## config.mk

```make
export PLATFORM = sky130hd
export DESIGN_NAME = dcache_perf_monitor_flat
export DESIGN_NICKNAME = d
export VERILOG_FILES = /design/src/rtl/dcache_perf_monitor_if.sv /design/src/rtl/dcache_perf_monitor.sv /design/src/flat_wrapper.sv
export SDC_FILE = /design/constraint.sdc
export NUM_CORES = 1
export LEC_CHECK = 0
export ABC_AREA = 0
export BUFFER_PORTS_ARGS = -buffer_cell sky130_fd_sc_hd__buf_2
export CAP_MARGIN = 20
export CELL_PAD_IN_SITES_DETAIL_PLACEMENT = 1
export CELL_PAD_IN_SITES_GLOBAL_PLACEMENT = 2
export CORE_ASPECT_RATIO = 1.2
export CORE_MARGIN = 3
export CORE_UTILIZATION = 30
export DETAILED_ROUTE_END_ITERATION = 10
export PLACE_DENSITY_LB_ADDON = 0.12
export SLEW_MARGIN = 20
export SYNTH_ARGS = -nofsm -noshare
export SYNTH_HDL_FRONTEND = slang
export SYNTH_SLANG_ARGS = --single-unit
```

## constraint.sdc

```tcl
create_clock -name clk_i -period 16.3 [get_ports clk_i]
set_input_delay 0.815 -clock clk_i [delete_from_list [all_inputs] [get_ports clk_i]]
set_output_delay 0.815 -clock clk_i [all_outputs]
set_load 0.005 [all_outputs]
```

## src/rtl/dcache_perf_monitor_if.sv

```systemverilog
// CPU-side view of the data cache as seen by the performance monitor.
// The bench or the cache side drives it through the master modport.
// The monitor only observes it through the slave modport.
interface dcache_perf_monitor_if #(
  parameter int ADDR_W = 32
);
  logic              cpu_MemRead;
  logic              cpu_MemWrite;
  logic [ADDR_W-1:0] cpu_addr;
  logic              cpu_stall;
  logic              cache_idle;
  logic              sram_dirty;

  modport master (
    output cpu_MemRead, cpu_MemWrite, cpu_addr, cpu_stall, cache_idle, sram_dirty
  );

  modport slave (
    input  cpu_MemRead, cpu_MemWrite, cpu_addr, cpu_stall, cache_idle, sram_dirty
  );
endinterface

```

## src/rtl/dcache_perf_monitor.sv

```systemverilog
// D-cache event monitor.
// It classifies every CPU access as a read/write hit or miss and also counts
// write-backs and stall cycles. It tracks the longest miss latency and the
// address of the most recent miss.
module dcache_perf_monitor #(
  parameter int CNT_W    = 32,
  parameter int ADDR_W   = 32,
  parameter int LAT_W    = 8,
  parameter int SATURATE = 1
) (
  input  logic                 clk_i,
  input  logic                 rst_i,
  input  logic                 enable_i,
  input  logic                 clear_i,
  dcache_perf_monitor_if.slave cpu_if,
  output logic [CNT_W-1:0]     rd_hit_cnt_o,
  output logic [CNT_W-1:0]     rd_miss_cnt_o,
  output logic [CNT_W-1:0]     wr_hit_cnt_o,
  output logic [CNT_W-1:0]     wr_miss_cnt_o,
  output logic [CNT_W-1:0]     wb_cnt_o,
  output logic [CNT_W-1:0]     stall_cnt_o,
  output logic [LAT_W-1:0]     max_miss_lat_o,
  output logic [ADDR_W-1:0]    last_miss_addr_o,
  output logic                 miss_active_o
);

  // Counter slots, one per event class.
  localparam int IDX_RD_HIT  = 0;
  localparam int IDX_RD_MISS = 1;
  localparam int IDX_WR_HIT  = 2;
  localparam int IDX_WR_MISS = 3;
  localparam int IDX_WB      = 4;
  localparam int IDX_STALL   = 5;
  localparam int N_CNT       = 6;

  localparam logic [CNT_W-1:0] CNT_ONE = {{(CNT_W-1){1'b0}}, 1'b1};
  localparam logic [LAT_W-1:0] LAT_ONE = {{(LAT_W-1){1'b0}}, 1'b1};

  logic [CNT_W-1:0]  cnt_q [N_CNT];
  logic [CNT_W-1:0]  cnt_d [N_CNT];
  logic [N_CNT-1:0]  event_vec;
  logic [LAT_W-1:0]  max_lat_q, max_lat_d;
  logic [ADDR_W-1:0] last_addr_q, last_addr_d;
  logic              flag_q, flag_d;
  logic [LAT_W-1:0]  lat_q, lat_d;

  logic req, is_wr, miss_start, miss_cont, miss_done, hit;

  // Writes take priority when a read and a write are requested together.
  assign req        = cpu_if.cpu_MemRead | cpu_if.cpu_MemWrite;
  assign is_wr      = cpu_if.cpu_MemWrite;
  assign miss_start = cpu_if.cpu_stall & cpu_if.cache_idle & req;
  assign miss_cont  = cpu_if.cpu_stall & flag_q & ~miss_start;
  assign miss_done  = ~cpu_if.cpu_stall & flag_q;
  assign hit        = ~cpu_if.cpu_stall & ~flag_q & req;

  assign event_vec[IDX_RD_HIT]  = hit & ~is_wr;
  assign event_vec[IDX_RD_MISS] = miss_start & ~is_wr;
  assign event_vec[IDX_WR_HIT]  = hit & is_wr;
  assign event_vec[IDX_WR_MISS] = miss_start & is_wr;
  assign event_vec[IDX_WB]      = miss_start & cpu_if.sram_dirty;
  assign event_vec[IDX_STALL]   = cpu_if.cpu_stall;

  // Track the in-flight miss. This keeps running while counting is disabled
  // so that an access which completes after re-enable is classified correctly.
  always_comb begin
    flag_d = flag_q;
    lat_d  = lat_q;
    if (miss_start) begin
      flag_d = 1'b1;
      lat_d  = LAT_ONE;
    end else if (miss_cont) begin
      if (!(&lat_q)) lat_d = lat_q + LAT_ONE;
    end else if (!cpu_if.cpu_stall) begin
      flag_d = 1'b0;
      lat_d  = '0;
    end
  end

  // Next-state for the counters, max latency and last miss address.
  // A clear takes priority over, and discards, any event in the same cycle.
  always_comb begin
    for (int i = 0; i < N_CNT; i++) cnt_d[i] = cnt_q[i];
    max_lat_d   = max_lat_q;
    last_addr_d = last_addr_q;
    if (clear_i) begin
      for (int i = 0; i < N_CNT; i++) cnt_d[i] = '0;
      max_lat_d   = '0;
      last_addr_d = '0;
    end else if (enable_i) begin
      for (int i = 0; i < N_CNT; i++) begin
        if (event_vec[i]) begin
          if ((SATURATE != 0) && (&cnt_q[i])) cnt_d[i] = cnt_q[i];
          else                                 cnt_d[i] = cnt_q[i] + CNT_ONE;
        end
      end
      if (miss_start)                   last_addr_d = cpu_if.cpu_addr;
      if (miss_done && lat_q > max_lat_q) max_lat_d = lat_q;
    end
  end

  // State registers with asynchronous reset.
  always_ff @(posedge clk_i or posedge rst_i) begin
    if (rst_i) begin
      for (int i = 0; i < N_CNT; i++) cnt_q[i] <= '0;
      max_lat_q   <= '0;
      last_addr_q <= '0;
      flag_q      <= 1'b0;
      lat_q       <= '0;
    end else begin
      for (int i = 0; i < N_CNT; i++) cnt_q[i] <= cnt_d[i];
      max_lat_q   <= max_lat_d;
      last_addr_q <= last_addr_d;
      flag_q      <= flag_d;
      lat_q       <= lat_d;
    end
  end

  assign rd_hit_cnt_o     = cnt_q[IDX_RD_HIT];
  assign rd_miss_cnt_o    = cnt_q[IDX_RD_MISS];
  assign wr_hit_cnt_o     = cnt_q[IDX_WR_HIT];
  assign wr_miss_cnt_o    = cnt_q[IDX_WR_MISS];
  assign wb_cnt_o         = cnt_q[IDX_WB];
  assign stall_cnt_o      = cnt_q[IDX_STALL];
  assign max_miss_lat_o   = max_lat_q;
  assign last_miss_addr_o = last_addr_q;
  assign miss_active_o    = flag_q;

endmodule

```

## src/flat_wrapper.sv

```systemverilog
// flat-port wrapper written by rule: the top's interface ports become plain ports
module dcache_perf_monitor_flat 
#(
  parameter int CNT_W    = 32,
  parameter int ADDR_W   = 32,
  parameter int LAT_W    = 8,
  parameter int SATURATE = 1
)
  (clk_i, rst_i, enable_i, clear_i, rd_hit_cnt_o, rd_miss_cnt_o, wr_hit_cnt_o, wr_miss_cnt_o, wb_cnt_o, stall_cnt_o, max_miss_lat_o, last_miss_addr_o, miss_active_o, cpu_if_cpu_MemRead, cpu_if_cpu_MemWrite, cpu_if_cpu_addr, cpu_if_cpu_stall, cpu_if_cache_idle, cpu_if_sram_dirty);
  dcache_perf_monitor_if #(.ADDR_W(ADDR_W)) cpu_if_i ();
  input  logic clk_i;
  input  logic rst_i;
  input  logic enable_i;
  input  logic clear_i;
  output logic [CNT_W-1:0] rd_hit_cnt_o;
  output logic [CNT_W-1:0] rd_miss_cnt_o;
  output logic [CNT_W-1:0] wr_hit_cnt_o;
  output logic [CNT_W-1:0] wr_miss_cnt_o;
  output logic [CNT_W-1:0] wb_cnt_o;
  output logic [CNT_W-1:0] stall_cnt_o;
  output logic [LAT_W-1:0] max_miss_lat_o;
  output logic [ADDR_W-1:0] last_miss_addr_o;
  output logic miss_active_o;
  input wire logic [$bits(cpu_if_i.cpu_MemRead)-1:0] cpu_if_cpu_MemRead;
  input wire logic [$bits(cpu_if_i.cpu_MemWrite)-1:0] cpu_if_cpu_MemWrite;
  input wire logic [$bits(cpu_if_i.cpu_addr)-1:0] cpu_if_cpu_addr;
  input wire logic [$bits(cpu_if_i.cpu_stall)-1:0] cpu_if_cpu_stall;
  input wire logic [$bits(cpu_if_i.cache_idle)-1:0] cpu_if_cache_idle;
  input wire logic [$bits(cpu_if_i.sram_dirty)-1:0] cpu_if_sram_dirty;
  assign cpu_if_i.cpu_MemRead = cpu_if_cpu_MemRead;
  assign cpu_if_i.cpu_MemWrite = cpu_if_cpu_MemWrite;
  assign cpu_if_i.cpu_addr = cpu_if_cpu_addr;
  assign cpu_if_i.cpu_stall = cpu_if_cpu_stall;
  assign cpu_if_i.cache_idle = cpu_if_cache_idle;
  assign cpu_if_i.sram_dirty = cpu_if_sram_dirty;
  dcache_perf_monitor #(.CNT_W(CNT_W), .ADDR_W(ADDR_W), .LAT_W(LAT_W), .SATURATE(SATURATE)) u_core (.clk_i(clk_i), .rst_i(rst_i), .enable_i(enable_i), .clear_i(clear_i), .cpu_if(cpu_if_i), .rd_hit_cnt_o(rd_hit_cnt_o), .rd_miss_cnt_o(rd_miss_cnt_o), .wr_hit_cnt_o(wr_hit_cnt_o), .wr_miss_cnt_o(wr_miss_cnt_o), .wb_cnt_o(wb_cnt_o), .stall_cnt_o(stall_cnt_o), .max_miss_lat_o(max_miss_lat_o), .last_miss_addr_o(last_miss_addr_o), .miss_active_o(miss_active_o));
endmodule
```

## Word-level counts from Yosys, hierarchy flattened

Cells that the tools add are included.

- Logic and storage cells: 99
- Output and inout bits: 233
- Register bits: 241

- Magnitude comparators: 1
- Muxes and demuxes: 27
- Add/sub/neg operators: 7
- Reduce and logical (&&, ||, !) cells: 27
- Bitwise logic cells: 17
- Equality and inequality tests: 10

Operators with widths:

| cell | number |
|---|---|
| $mux 32 | 15 |
| $mux 192 | 2 |
| $add 32x1->32 const B | 6 |
| $reduce_and 32->1 | 6 |
| $mux 8 | 7 |
| $reduce_and 3->1 | 6 |
| $reduce_bool 2->1 | 9 |
| $and 1x1->1 | 12 |
| $ne 2x2->1 const B | 6 |
| $add 8x1->8 const B | 1 |
| $gt 8x8->1 | 1 |
| $reduce_and 2->1 | 4 |
| $reduce_and 8->1 | 1 |
| $ne 2x1->1 const B | 2 |
| $not 1->1 | 4 |
| $mux 1 | 3 |
| $ne 3x1->1 const B | 1 |
| $ne 3x2->1 const B | 1 |
| $logic_and 1x1->1 | 1 |
| $or 1x1->1 | 1 |

## Logic depth before layout (Yosys ltp)

- Depth after elaboration: 7
- Depth in mapped cells: 9
- Mapped depth without buffers: 7

## Least setup slack after synthesis

OpenSTA, ideal clock, no wires.

- Path kind: input -> register
- Start: input enable_i
- End: register u_core.cnt_q, in the netlist u_core.wr_miss_cnt_o[28]
- Slack: 13.572 ns
- Cell stages on the path: 7
- Library setup time: 0.125 ns
- Required time: 16.175 ns
- Path buffers: 2
- Data arrival time: 2.604 ns
- Cell sequence: buf_2 -> nand4_4 -> or4_4 -> buf_6 -> nor4_1 -> nor2b_1 -> mux2_2

- Longest elaborated chain between the ends: 2

RTL lines:

| what | line | RTL |
|---|---|---|
| start, declared | flat_wrapper.sv:13 | `input logic enable_i;` |
| $reduce_bool 2->1 (no source line) | n/a |  |
| $reduce_and 3->1 (no source line) | n/a |  |
| end, declared | dcache_perf_monitor.sv:39 | `logic [CNT_W-1:0] cnt_q [N_CNT];` |

Every way passes these cells.
A chain may end at the register's enable or synchronous reset.

## Final worst setup path

- Start: register u_core.cnt_q, in the netlist u_core.wb_cnt_o[19]
- End: register u_core.cnt_q, in the netlist u_core.wb_cnt_o[17]

- Longest elaborated chain between the ends: 3

RTL lines:

| what | line | RTL |
|---|---|---|
| $reduce_and 32->1 | dcache_perf_monitor.sv:93 | `if ((SATURATE != 0) && (&cnt_q[i])) cnt_d[i] = cnt_q[i];` |
| $ne 2x2->1 (no source line) | n/a |  |
| $reduce_and 3->1 (no source line) | n/a |  |

Every way passes these cells.

==> reports/results.txt <==
Status -> finished clean
Crit Path Category -> flop to flop
Port bufs -> 273
Max Cap Viol -> 0
Critical Path, Cell by Cell -> nand4_1 -> nor4_1 -> a21o_1 -> nor4_1 -> mux2_2
DRC errors left -> 0
Antenna cells -> 0
Final Wtd Congestion -> 0.761
Initial DRT Pass Iterations -> 4
First-pass GRT wire length -> 72100 microns
Top post-synthesis cells by area -> dfrtp_1 46%, a21oi_1 6.1%, nand2_1 4.1%
Setup tns final -> 0 ns
Cell mode on critical path -> nor4_1
Drt via density -> 5.47
Sequential cell area -> 6030 sq um
Final worst setup slack -> 13.48 ns
Final WL -> 44200 microns
Vias post-DR -> 12400
Clk_lat worst skew -> 0.57 ns
DIE AREA -> 46500 sq um
Share of layout cells above drive strength 1 -> 23.2%
Worst path required time -> 16.76 ns
# rows -> 83
Post-DR wirelength/cell -> 19.5 microns
TritonCTS clock tree -> built
Top-area cell type share of the netlist area -> 45.8%
Area delta synth->final -> 22.2%
Area of the core -> 43100 sq um
Final #Nets -> 1753
Slowest cell on crit path -> nor4_1
Period utilisation layout -> 17.3%
Reg2reg setup slack -> 13.48 ns
CTS Buffer Depth -> 3
Final setup violation count -> 0
RSZ-0062 raised after global routing -> false
Fillers -> 5024
R2R depth -> 5
CTS sink cnt -> 241
Post-synth EDFFs -> 0
Yosys warnings -> 0
Final Max Tran Viols -> 0
Starting DRT DRC Count -> 445
Biggest area consumer among synthesized cells -> dfrtp_1
Pin count of the biggest net entering global routing -> 145
Cell Area, Synth -> 13200 sq um
Worst-path clk slew -> 0.06 ns
Critical Path Start Type -> flop
Area of the multi-input gates -> 6730 sq um
FFs w/ async S/R, synth -> 100%
Initial Utilization -> 30.6%
FF-to-FF Start -> u_core.wb_cnt_o[19]$_DFFE_PP0P_
Synthesized area per cell -> 9.01 sq um
Gates resized, CTS repair -> 0
H-Tree Depth -> 1
Pre-CTS WS -> 13.00 ns
Peak supply drop -> 0.0720 mV
Mapped Cells -> 1461
Static leakage -> 6.85 nW
Die W -> 197 microns
Worst Tran Pin Value -> 0.980 ns
Post-CTS Hold Buffers -> 0
Worst Hold Class -> input port to async pin
Post-DP HPWL -> 30500 microns
Total GRT Usage -> 18.7%
Synth Register Bits -> 241
Number of distinct library cells after synthesis -> 67
Cts bufs inserted -> 31
Reg2reg end -> u_core.wb_cnt_o[17]$_DFFE_PP0P_
DRT antenna net count -> 0
GR Overflow Total -> 0
CTS root buf -> clkbuf_16
Synth Net Count -> 1517
Setup repair bufs after CTS -> 0
Final hold violations -> 0
Relative slew slack -> 34.7%
Ports -> 274
FMAX -> 354 MHz
Die Y -> 236 microns
Vias in the first global route -> 12800
Most used DFF post-synth -> dfrtp_1
Worst path max stage delay -> 0.85 ns
Critical Path Sink Type -> flop
Fin crit period -> 2.82 ns
Post-Route Utilization -> 37.3%
Worst Path Arrival -> 3.28 ns
Crit-path max FO -> 28
PwrDens -> 86.0 nW/um^2
Skew final -> 0.0217 ns
Initial antenna violation count -> 1
Seq/Total Area, Yosys -> 45.8%
synth_stat cells, types with 3 or more instances:
cell type and n:
a2111oi_0 3, a211oi_1 6, a21o_1 4, a21oi_1 161, a311oi_1 3, a31o_2 3, a31oi_1 3, and2_1 9
and3_1 21, and4_1 15, buf_2 13, buf_4 3, clkbuf_1 59, dfrtp_1 241, ha_1 15, inv_1 32
mux2_2 37, mux2i_1 4, nand2_1 144, nand2b_1 5, nand3_1 74, nand3b_1 6, nand4_1 64, nor2_1 100
nor2b_1 37, nor3_1 24, nor3b_1 6, nor4_1 40, o21ai_0 80, o31ai_1 45, or2_2 9, or3_1 69
or3b_2 3, or4_1 48, xnor2_1 35, xor2_1 4
flip-flops by register name, indices dropped and copies added, names as in the netlist:
register                 count
u_core.rd_hit_cnt_o         32
u_core.wr_hit_cnt_o         32
u_core.lat_q                 8
u_core.stall_cnt_o          32
u_core.miss_active_o         1
u_core.rd_miss_cnt_o        32
u_core.last_miss_addr_o     32
u_core.max_miss_lat_o        8
u_core.wr_miss_cnt_o        32
u_core.wb_cnt_o             32
where the power goes:
part	switching (mW)	internal (mW)	leakage, nW
Clock	0.273	0.450	0.531
Sequential	0.00347	0.602	3.36
Combinational	0.0413	0.0141	2.96
Total	0.318	1.07	6.85
layout by cell type (no fill, tap or decap), drive strengths merged, types with 4 or more instances in the layout:
master | netlist | final
buf | 17 | 279
dfrtp | 241 | 241
a21oi | 161 | 161
nand2 | 144 | 144
nor2 | 100 | 100
o21ai | 81 | 81
nand3 | 75 | 75
or3 | 69 | 69
nand4 | 65 | 65
or4 | 49 | 49
clkbuf | 60 | 47
o31ai | 46 | 46
nor4 | 44 | 44
nor2b | 37 | 37
mux2 | 37 | 37
xnor2 | 35 | 35
inv | 32 | 33
nor3 | 24 | 24
and3 | 21 | 21
and4 | 15 | 15
ha | 15 | 15
or2 | 10 | 10
and2 | 9 | 9
a211oi | 6 | 6
nand3b | 6 | 6
nor3b | 6 | 6
nand2b | 5 | 5
xor2 | 4 | 4
a21o | 4 | 4
mux2i | 4 | 4
clkinv | 0 | 4
bufinv | 0 | 4
a2111oi | 4 | 4
per-stage QoR:
| step | power [mW] | cell area (sq um) | std cells | hold slack (ns) |
|---|---|---|---|---|
| after floorplan | 0.650 | 13200 | 1461 | 0.522 |
| after global placement | 0.674 | 15000 | 2216 | 0.506 |
| after global routing | 1.45 | 16100 | 2271 | 0.385 |
| after detailed placement | 0.675 | 15000 | 2216 | 0.512 |
| final | 1.38 | 16100 | 2271 | 0.336 |
| after CTS | 1.41 | 16100 | 2271 | 0.380 |
area by class of cell:
cell class	count	share of cell area, %
clock buffer	46	5.73
timing repair buffer	280	8.95
tap	552	4.29
inverter	32	0.793
multi-input combinational	1111	41.8
clock inverter	9	0.925
sequential	241	37.5
routing by layer:
layer  track usage (%)  wire length, microns  share of wire [%]
met1              24.2                 19200                 43
met2              32.4                 22300                 51
met3              3.78                  2080                4.7
met4              3.61                   639                1.4
met5                 0                     0                  0
worst max path at each step:
stage,to,slack (ns),from
6_report,u_core.wb_cnt_o[17]$_DFFE_PP0P_,13.48,u_core.wb_cnt_o[19]$_DFFE_PP0P_
5_1_grt,u_core.wb_cnt_o[4]$_DFFE_PP0P_,13.14,u_core.wb_cnt_o[19]$_DFFE_PP0P_
4_1_cts,u_core.wb_cnt_o[17]$_DFFE_PP0P_,13.44,u_core.wb_cnt_o[19]$_DFFE_PP0P_
3_5_place_dp,u_core.rd_hit_cnt_o[26]$_DFFE_PP0P_,13.00,enable_i
3_3_place_gp,u_core.rd_hit_cnt_o[30]$_DFFE_PP0P_,13.05,enable_i
2_1_floorplan,u_core.last_miss_addr_o[0]$_DFFE_PP0P_,8.87,rst_i
kinds of logic after synthesis:
logic type | Yosys count | synth area share, %
buffers and inverters | 109 | 3.38
AND/OR/NAND/NOR | 688 | 28.7
XOR/XNOR | 39 | 2.59
flip-flops | 241 | 45.8
adder cells (fa/ha/maj) | 15 | 1.43
AO/OA/AOI/OAI | 328 | 14.6
multiplexers | 41 | 3.47
critical path: cells and delay by family, from the launching register on:
family          cells  cell delay [ns]
simple gates        3             1.23
compound gates      1             0.73
mux                 1             0.30
flops               1             0.45
Note: power is estimated with default switching activity, not from simulation.
